[src/rtl/id_ex_stage.sv]
// ID/EX pipeline register with load-use hazard detection, branch flush and global hold.
// Define ID_EX_PERF_COUNT_EN to add the perf_bubbles / perf_flushes event counters.
module id_ex_stage #(
  parameter int XLEN       = 32,
  parameter int REG_ADDR_W = 5
) (
  input  logic                  clk,
  input  logic                  rst,
  input  logic                  id_valid,
  input  logic                  id_reg_write,
  input  logic                  id_alu_src,
  input  logic                  id_mem_write,
  input  logic                  id_mem_read,
  input  logic                  id_mem_to_reg,
  input  logic                  id_branch,
  input  logic [1:0]            id_alu_op,
  input  logic                  id_uses_rs2,
  input  logic [REG_ADDR_W-1:0] id_rs1,
  input  logic [REG_ADDR_W-1:0] id_rs2,
  input  logic [REG_ADDR_W-1:0] id_rd,
  input  logic [XLEN-1:0]       id_rs1_data,
  input  logic [XLEN-1:0]       id_rs2_data,
  input  logic [XLEN-1:0]       id_imm,
  input  logic [XLEN-1:0]       id_pc,
  input  logic                  flush,
  input  logic                  hold,
  output logic                  ex_valid,
  output logic                  ex_reg_write,
  output logic                  ex_alu_src,
  output logic                  ex_mem_write,
  output logic                  ex_mem_read,
  output logic                  ex_mem_to_reg,
  output logic                  ex_branch,
  output logic [1:0]            ex_alu_op,
  output logic [REG_ADDR_W-1:0] ex_rs1,
  output logic [REG_ADDR_W-1:0] ex_rs2,
  output logic [REG_ADDR_W-1:0] ex_rd,
  output logic [XLEN-1:0]       ex_rs1_data,
  output logic [XLEN-1:0]       ex_rs2_data,
  output logic [XLEN-1:0]       ex_imm,
  output logic [XLEN-1:0]       ex_pc,
  output logic                  hazard_stall
`ifdef ID_EX_PERF_COUNT_EN
  ,
  output logic [31:0]           perf_bubbles,
  output logic [31:0]           perf_flushes
`endif
);

  logic load_use;

  // A load in EX whose destination (other than x0) feeds the ID instruction.
  always_comb begin
    load_use = id_valid & ex_valid & ex_mem_read & (ex_rd != '0) &
               ((ex_rd == id_rs1) | (id_uses_rs2 & (ex_rd == id_rs2)));
    hazard_stall = load_use & ~flush;
  end

  always_ff @(posedge clk) begin
    if (rst) begin
      ex_valid      <= 1'b0;
      ex_reg_write  <= 1'b0;
      ex_alu_src    <= 1'b0;
      ex_mem_write  <= 1'b0;
      ex_mem_read   <= 1'b0;
      ex_mem_to_reg <= 1'b0;
      ex_branch     <= 1'b0;
      ex_alu_op     <= 2'b00;
      ex_rs1        <= '0;
      ex_rs2        <= '0;
      ex_rd         <= '0;
      ex_rs1_data   <= '0;
      ex_rs2_data   <= '0;
      ex_imm        <= '0;
      ex_pc         <= '0;
    end else if (flush || (!hold && load_use)) begin
      // Bubble: only valid and control are cleared; indices and data are left as-is.
      ex_valid      <= 1'b0;
      ex_reg_write  <= 1'b0;
      ex_alu_src    <= 1'b0;
      ex_mem_write  <= 1'b0;
      ex_mem_read   <= 1'b0;
      ex_mem_to_reg <= 1'b0;
      ex_branch     <= 1'b0;
      ex_alu_op     <= 2'b00;
    end else if (!hold) begin
      ex_valid      <= id_valid;
      ex_reg_write  <= id_reg_write  & id_valid;
      ex_alu_src    <= id_alu_src    & id_valid;
      ex_mem_write  <= id_mem_write  & id_valid;
      ex_mem_read   <= id_mem_read   & id_valid;
      ex_mem_to_reg <= id_mem_to_reg & id_valid;
      ex_branch     <= id_branch     & id_valid;
      ex_alu_op     <= id_alu_op & {2{id_valid}};
      ex_rs1        <= id_rs1;
      ex_rs2        <= id_rs2;
      ex_rd         <= id_rd;
      ex_rs1_data   <= id_rs1_data;
      ex_rs2_data   <= id_rs2_data;
      ex_imm        <= id_imm;
      ex_pc         <= id_pc;
    end
  end

`ifdef ID_EX_PERF_COUNT_EN
  // Counters follow the same priority as the pipeline register; both wrap naturally.
  always_ff @(posedge clk) begin
    if (rst) begin
      perf_bubbles <= '0;
      perf_flushes <= '0;
    end else if (flush) begin
      perf_flushes <= perf_flushes + 32'd1;
    end else if (!hold && load_use) begin
      perf_bubbles <= perf_bubbles + 32'd1;
    end
  end
`endif

endmodule

[config.mk]
export PLATFORM = sky130hd
export DESIGN_NAME = id_ex_stage
export DESIGN_NICKNAME = d
export VERILOG_FILES = /design/src/rtl/id_ex_stage.sv
export SDC_FILE = /design/constraint.sdc
export NUM_CORES = 1
export LEC_CHECK = 0
export CORE_MARGIN = 2
export CORE_UTILIZATION = 38
export CTS_CLUSTER_SIZE = 40
export DETAILED_ROUTE_END_ITERATION = 10
export PLACE_DENSITY = 0.74
export SKIP_LAST_GASP = 1
export SYNTH_ARGS = -nofsm -noshare
export SYNTH_HDL_FRONTEND = slang
export SYNTH_SLANG_ARGS = --single-unit
export TNS_END_PERCENT = 20
[constraint.sdc]
create_clock -name clk -period 1.8 [get_ports clk]
set_clock_uncertainty 0.05 [all_clocks]
set_input_delay 0.45 -clock clk [delete_from_list [all_inputs] [get_ports clk]]
set_output_delay 0.45 -clock clk [all_outputs]
set_load 0.02 [all_outputs]
==> impl_metrics.env <==
export IMPL_status="finished, violations left"
export IMPL_violations="setup timing"
export IMPL_die_h_um=138
export IMPL_max_slew_margin_rel_pct=75.0
export IMPL_cts_tree="done"
export IMPL_finalWorstSetupSlack_ns=-0.248
export IMPL_path_cells="buf_4, nor3_4, a21oi_2, buf_4, nand2_1, nor2_2, buf_6"
export IMPL_cts_buffers=17
export IMPL_yosys_cell_types_count=21
export IMPL_ys_seq_elements=152
export IMPL_postPlaceCellArea_mm2=0.0103
export IMPL_grt_pass1_wl_mm=31.7
export IMPL_drv_slew=0
export IMPL_yosysTopAreaCell="dfxtp_1"
export IMPL_avgSynthCellArea_um2=10.3
export IMPL_slowest_stage="dfxtp_4"
export IMPL_fp_dieArea_mm2=0.0191
export IMPL_die_w_um=138
export IMPL_io_buffers=309
export IMPL_critPathKind="flip-flop to primary output"
export IMPL_clock_fmax_mhz=488
export IMPL_synth_cells=664
export IMPL_ys_seq_area_share_pct=44.5
export IMPL_endpoint_kind="primary output"
export IMPL_cp_required_ns=1.30
export IMPL_synth_top_area_share_pct=44.5
export IMPL_power_density_mw_per_mm2=784
export IMPL_syn_area_mm2=0.00683
export IMPL_core_mm2=0.0178
export IMPL_clock_sinks=152
export IMPL_drv_cap=0
export IMPL_overflow=0
export IMPL_track_usage_pct=20.9
export IMPL_grt_max_degree=92
export IMPL_drtIter0Drc=207
export IMPL_setup_viol_count_final=302
export IMPL_ant_nets=0
export IMPL_antenna_found_initial=0
export IMPL_h_tree_depth=4
export IMPL_vias=5735
export IMPL_clkSlewWorstSetupHoldPaths_ns=0.07
export IMPL_path_buf_inv=3
export IMPL_start_util_pct=38.4
export IMPL_first_global_vias=5806
export IMPL_min_path_type="flip-flop to flip-flop"
export IMPL_ios=310
export IMPL_syn_num_nets=821
export IMPL_dp_slack_ns=-0.924
export IMPL_critPathMaxStageDelay_ns=0.38
export IMPL_cp_max_fo=3
export IMPL_cp_start_kind="flip-flop"
export IMPL_setup_tns_final_ns=-31.33
export IMPL_cp_arrival_ns=1.55
export IMPL_worst_path_most_repeated_cell="buf_4"
export IMPL_grt_setup_unrepaired="yes"
export IMPL_synth_area_leaders="dfxtp_1 (45%), nand2b_1 (26%), mux2i_1 (21%)"
export IMPL_antenna_cells=0
export IMPL_fin_nets=1172
export IMPL_fillers=1444
export IMPL_viasPerCell=4.56
export IMPL_cts_buffer_depth=2
export IMPL_gp_congestion=0.852
export IMPL_std_cell_rows=49
export IMPL_p_total_mw=9.12
export IMPL_fin_crit_ns=2.05
export IMPL_crit_family="buffers and inverters"
export IMPL_vdd_drop_max_mv=0.652
export IMPL_wl_per_cell_um=15.7
export IMPL_dpl_hpwl_mm=13.3
export IMPL_dr_pass1_iters=4
export IMPL_route_detailed_drc=0
export IMPL_period_share_pct=114
export IMPL_p_leak_nw=4.43
export IMPL_finalHoldViolCount=0
export IMPL_fin_area_mm2=0.0116
export IMPL_layout_drive_gt1_share_pct=12.1
export IMPL_tightest_slew_ns=0.375
export IMPL_clock_root_buffer="clkbuf_16"
export IMPL_wl_mm=19.8
export IMPL_yosys_warnings=0
export IMPL_area_growth_pct=70.1
export IMPL_clock_latency_ns=0.42
[per-stage QoR]
stage / hold WS (ns) / instances / util, %
after floorplan: 0.496 / 664 / -
after global placement: 0.397 / 1192 / 58.1
after detailed placement: 0.403 / 1192 / 58.1
after CTS: 0.404 / 1248 / 64.9
after global routing: 0.426 / 1257 / 65.4
final: 0.416 / 1257 / 65.4
[timing repair]
action,4_1_cts,5_1_grt
pin swaps,13,5
hold buffers,0,0
setup endpoints to repair,304,301
cloned,11,0
resized for setup,60,30
buffers inserted,13,15
[cell type report]
cell class | instances | area, um2 | share of cell area (%)
clock buffer | 20 | 447 | 3.84
timing repair buffer | 382 | 4100 | 35.2
clock inverter | 12 | 166 | 1.43
tap | 229 | 287 | 2.46
sequential | 152 | 3060 | 26.3
multi-input combinational | 462 | 3570 | 30.7
[placed cells by master, fill, tap and decap left out, drive strengths merged]
master / synthesis / layout
nand4: 1 / 1
inv: 0 / 4
a211oi: 1 / 1
nor2b: 1 / 1
nand3: 2 / 2
a32o: 8 / 8
a22o: 1 / 1
dlygate4sd2: 0 / 14
xnor2: 10 / 10
o22ai: 1 / 1
bufinv: 0 / 3
dfxtp: 152 / 152
clkinv: 0 / 3
nand2b: 286 / 286
mux2i: 143 / 143
nor3b: 1 / 1
clkbuf: 32 / 20
clkdlybuf4s15: 0 / 1
nand2: 3 / 3
clkdlybuf4s50: 0 / 291
dlymetal6s2s: 0 / 1
nor3: 1 / 1
clkinvlp: 0 / 2
buf: 18 / 75
a21oi: 1 / 1
nor2: 2 / 2
[power by group]
group          internal (mW)  switching, mW  leakage [nW]
clock                   2.24           1.51         0.292
sequential              3.53         0.0951          1.25
combinational           1.05          0.691          2.89
[routing by layer]
| layer | routed length, um | up-vias | global-route usage, % |
|---|---|---|---|
| li1 | - | 2873 | - |
| met5 | 0 | - | 0 |
| met2 | 9400 | 220 | 35.1 |
| met3 | 1490 | 39 | 6.86 |
| met4 | 630 | 0 | 8.81 |
| met1 | 8270 | 2603 | 24.6 |
[Yosys cell counts]
master    count
o22ai_1       1
nand2b_1    286
a32o_1        8
a21oi_1       1
mux2i_1     143
dfxtp_1     152
nand3_1       2
nor3_1        1
clkbuf_1     32
nor3b_1       1
nor2_1        2
nand4_1       1
a211oi_2      1
buf_1         1
nand2_1       3
nor2b_1       1
buf_8         9
buf_2         1
a22o_1        1
xnor2_1      10
buf_4         7
[kinds of logic after synthesis]
kind of cell    Yosys count  synth area share [%]
compound gates           12                  1.65
xor+xnor                 10                  1.28
flops                   152                  44.5
simple gates            297                  27.0
mux                     143                  20.9
buf+inv                  50                  4.63
[path summary, 6_finish.rpt]
path / from / end / slack, ns / depth (start not counted)
max: ex_rd[4]$_SDFFE_PP0P_ / hazard_stall / -0.25 / 7
min: ex_branch$_SDFFE_PP0N_ / ex_branch$_SDFFE_PP0N_ / 0.42 / 1
max reg2reg: ex_rd[0]$_SDFFE_PP0P_ / ex_rs2_data[12]$_SDFFE_PP0P_ / -0.23 / 10
min reg2reg: ex_branch$_SDFFE_PP0N_ / ex_branch$_SDFFE_PP0N_ / 0.42 / 1
Power figures use the tool's default switching activity.
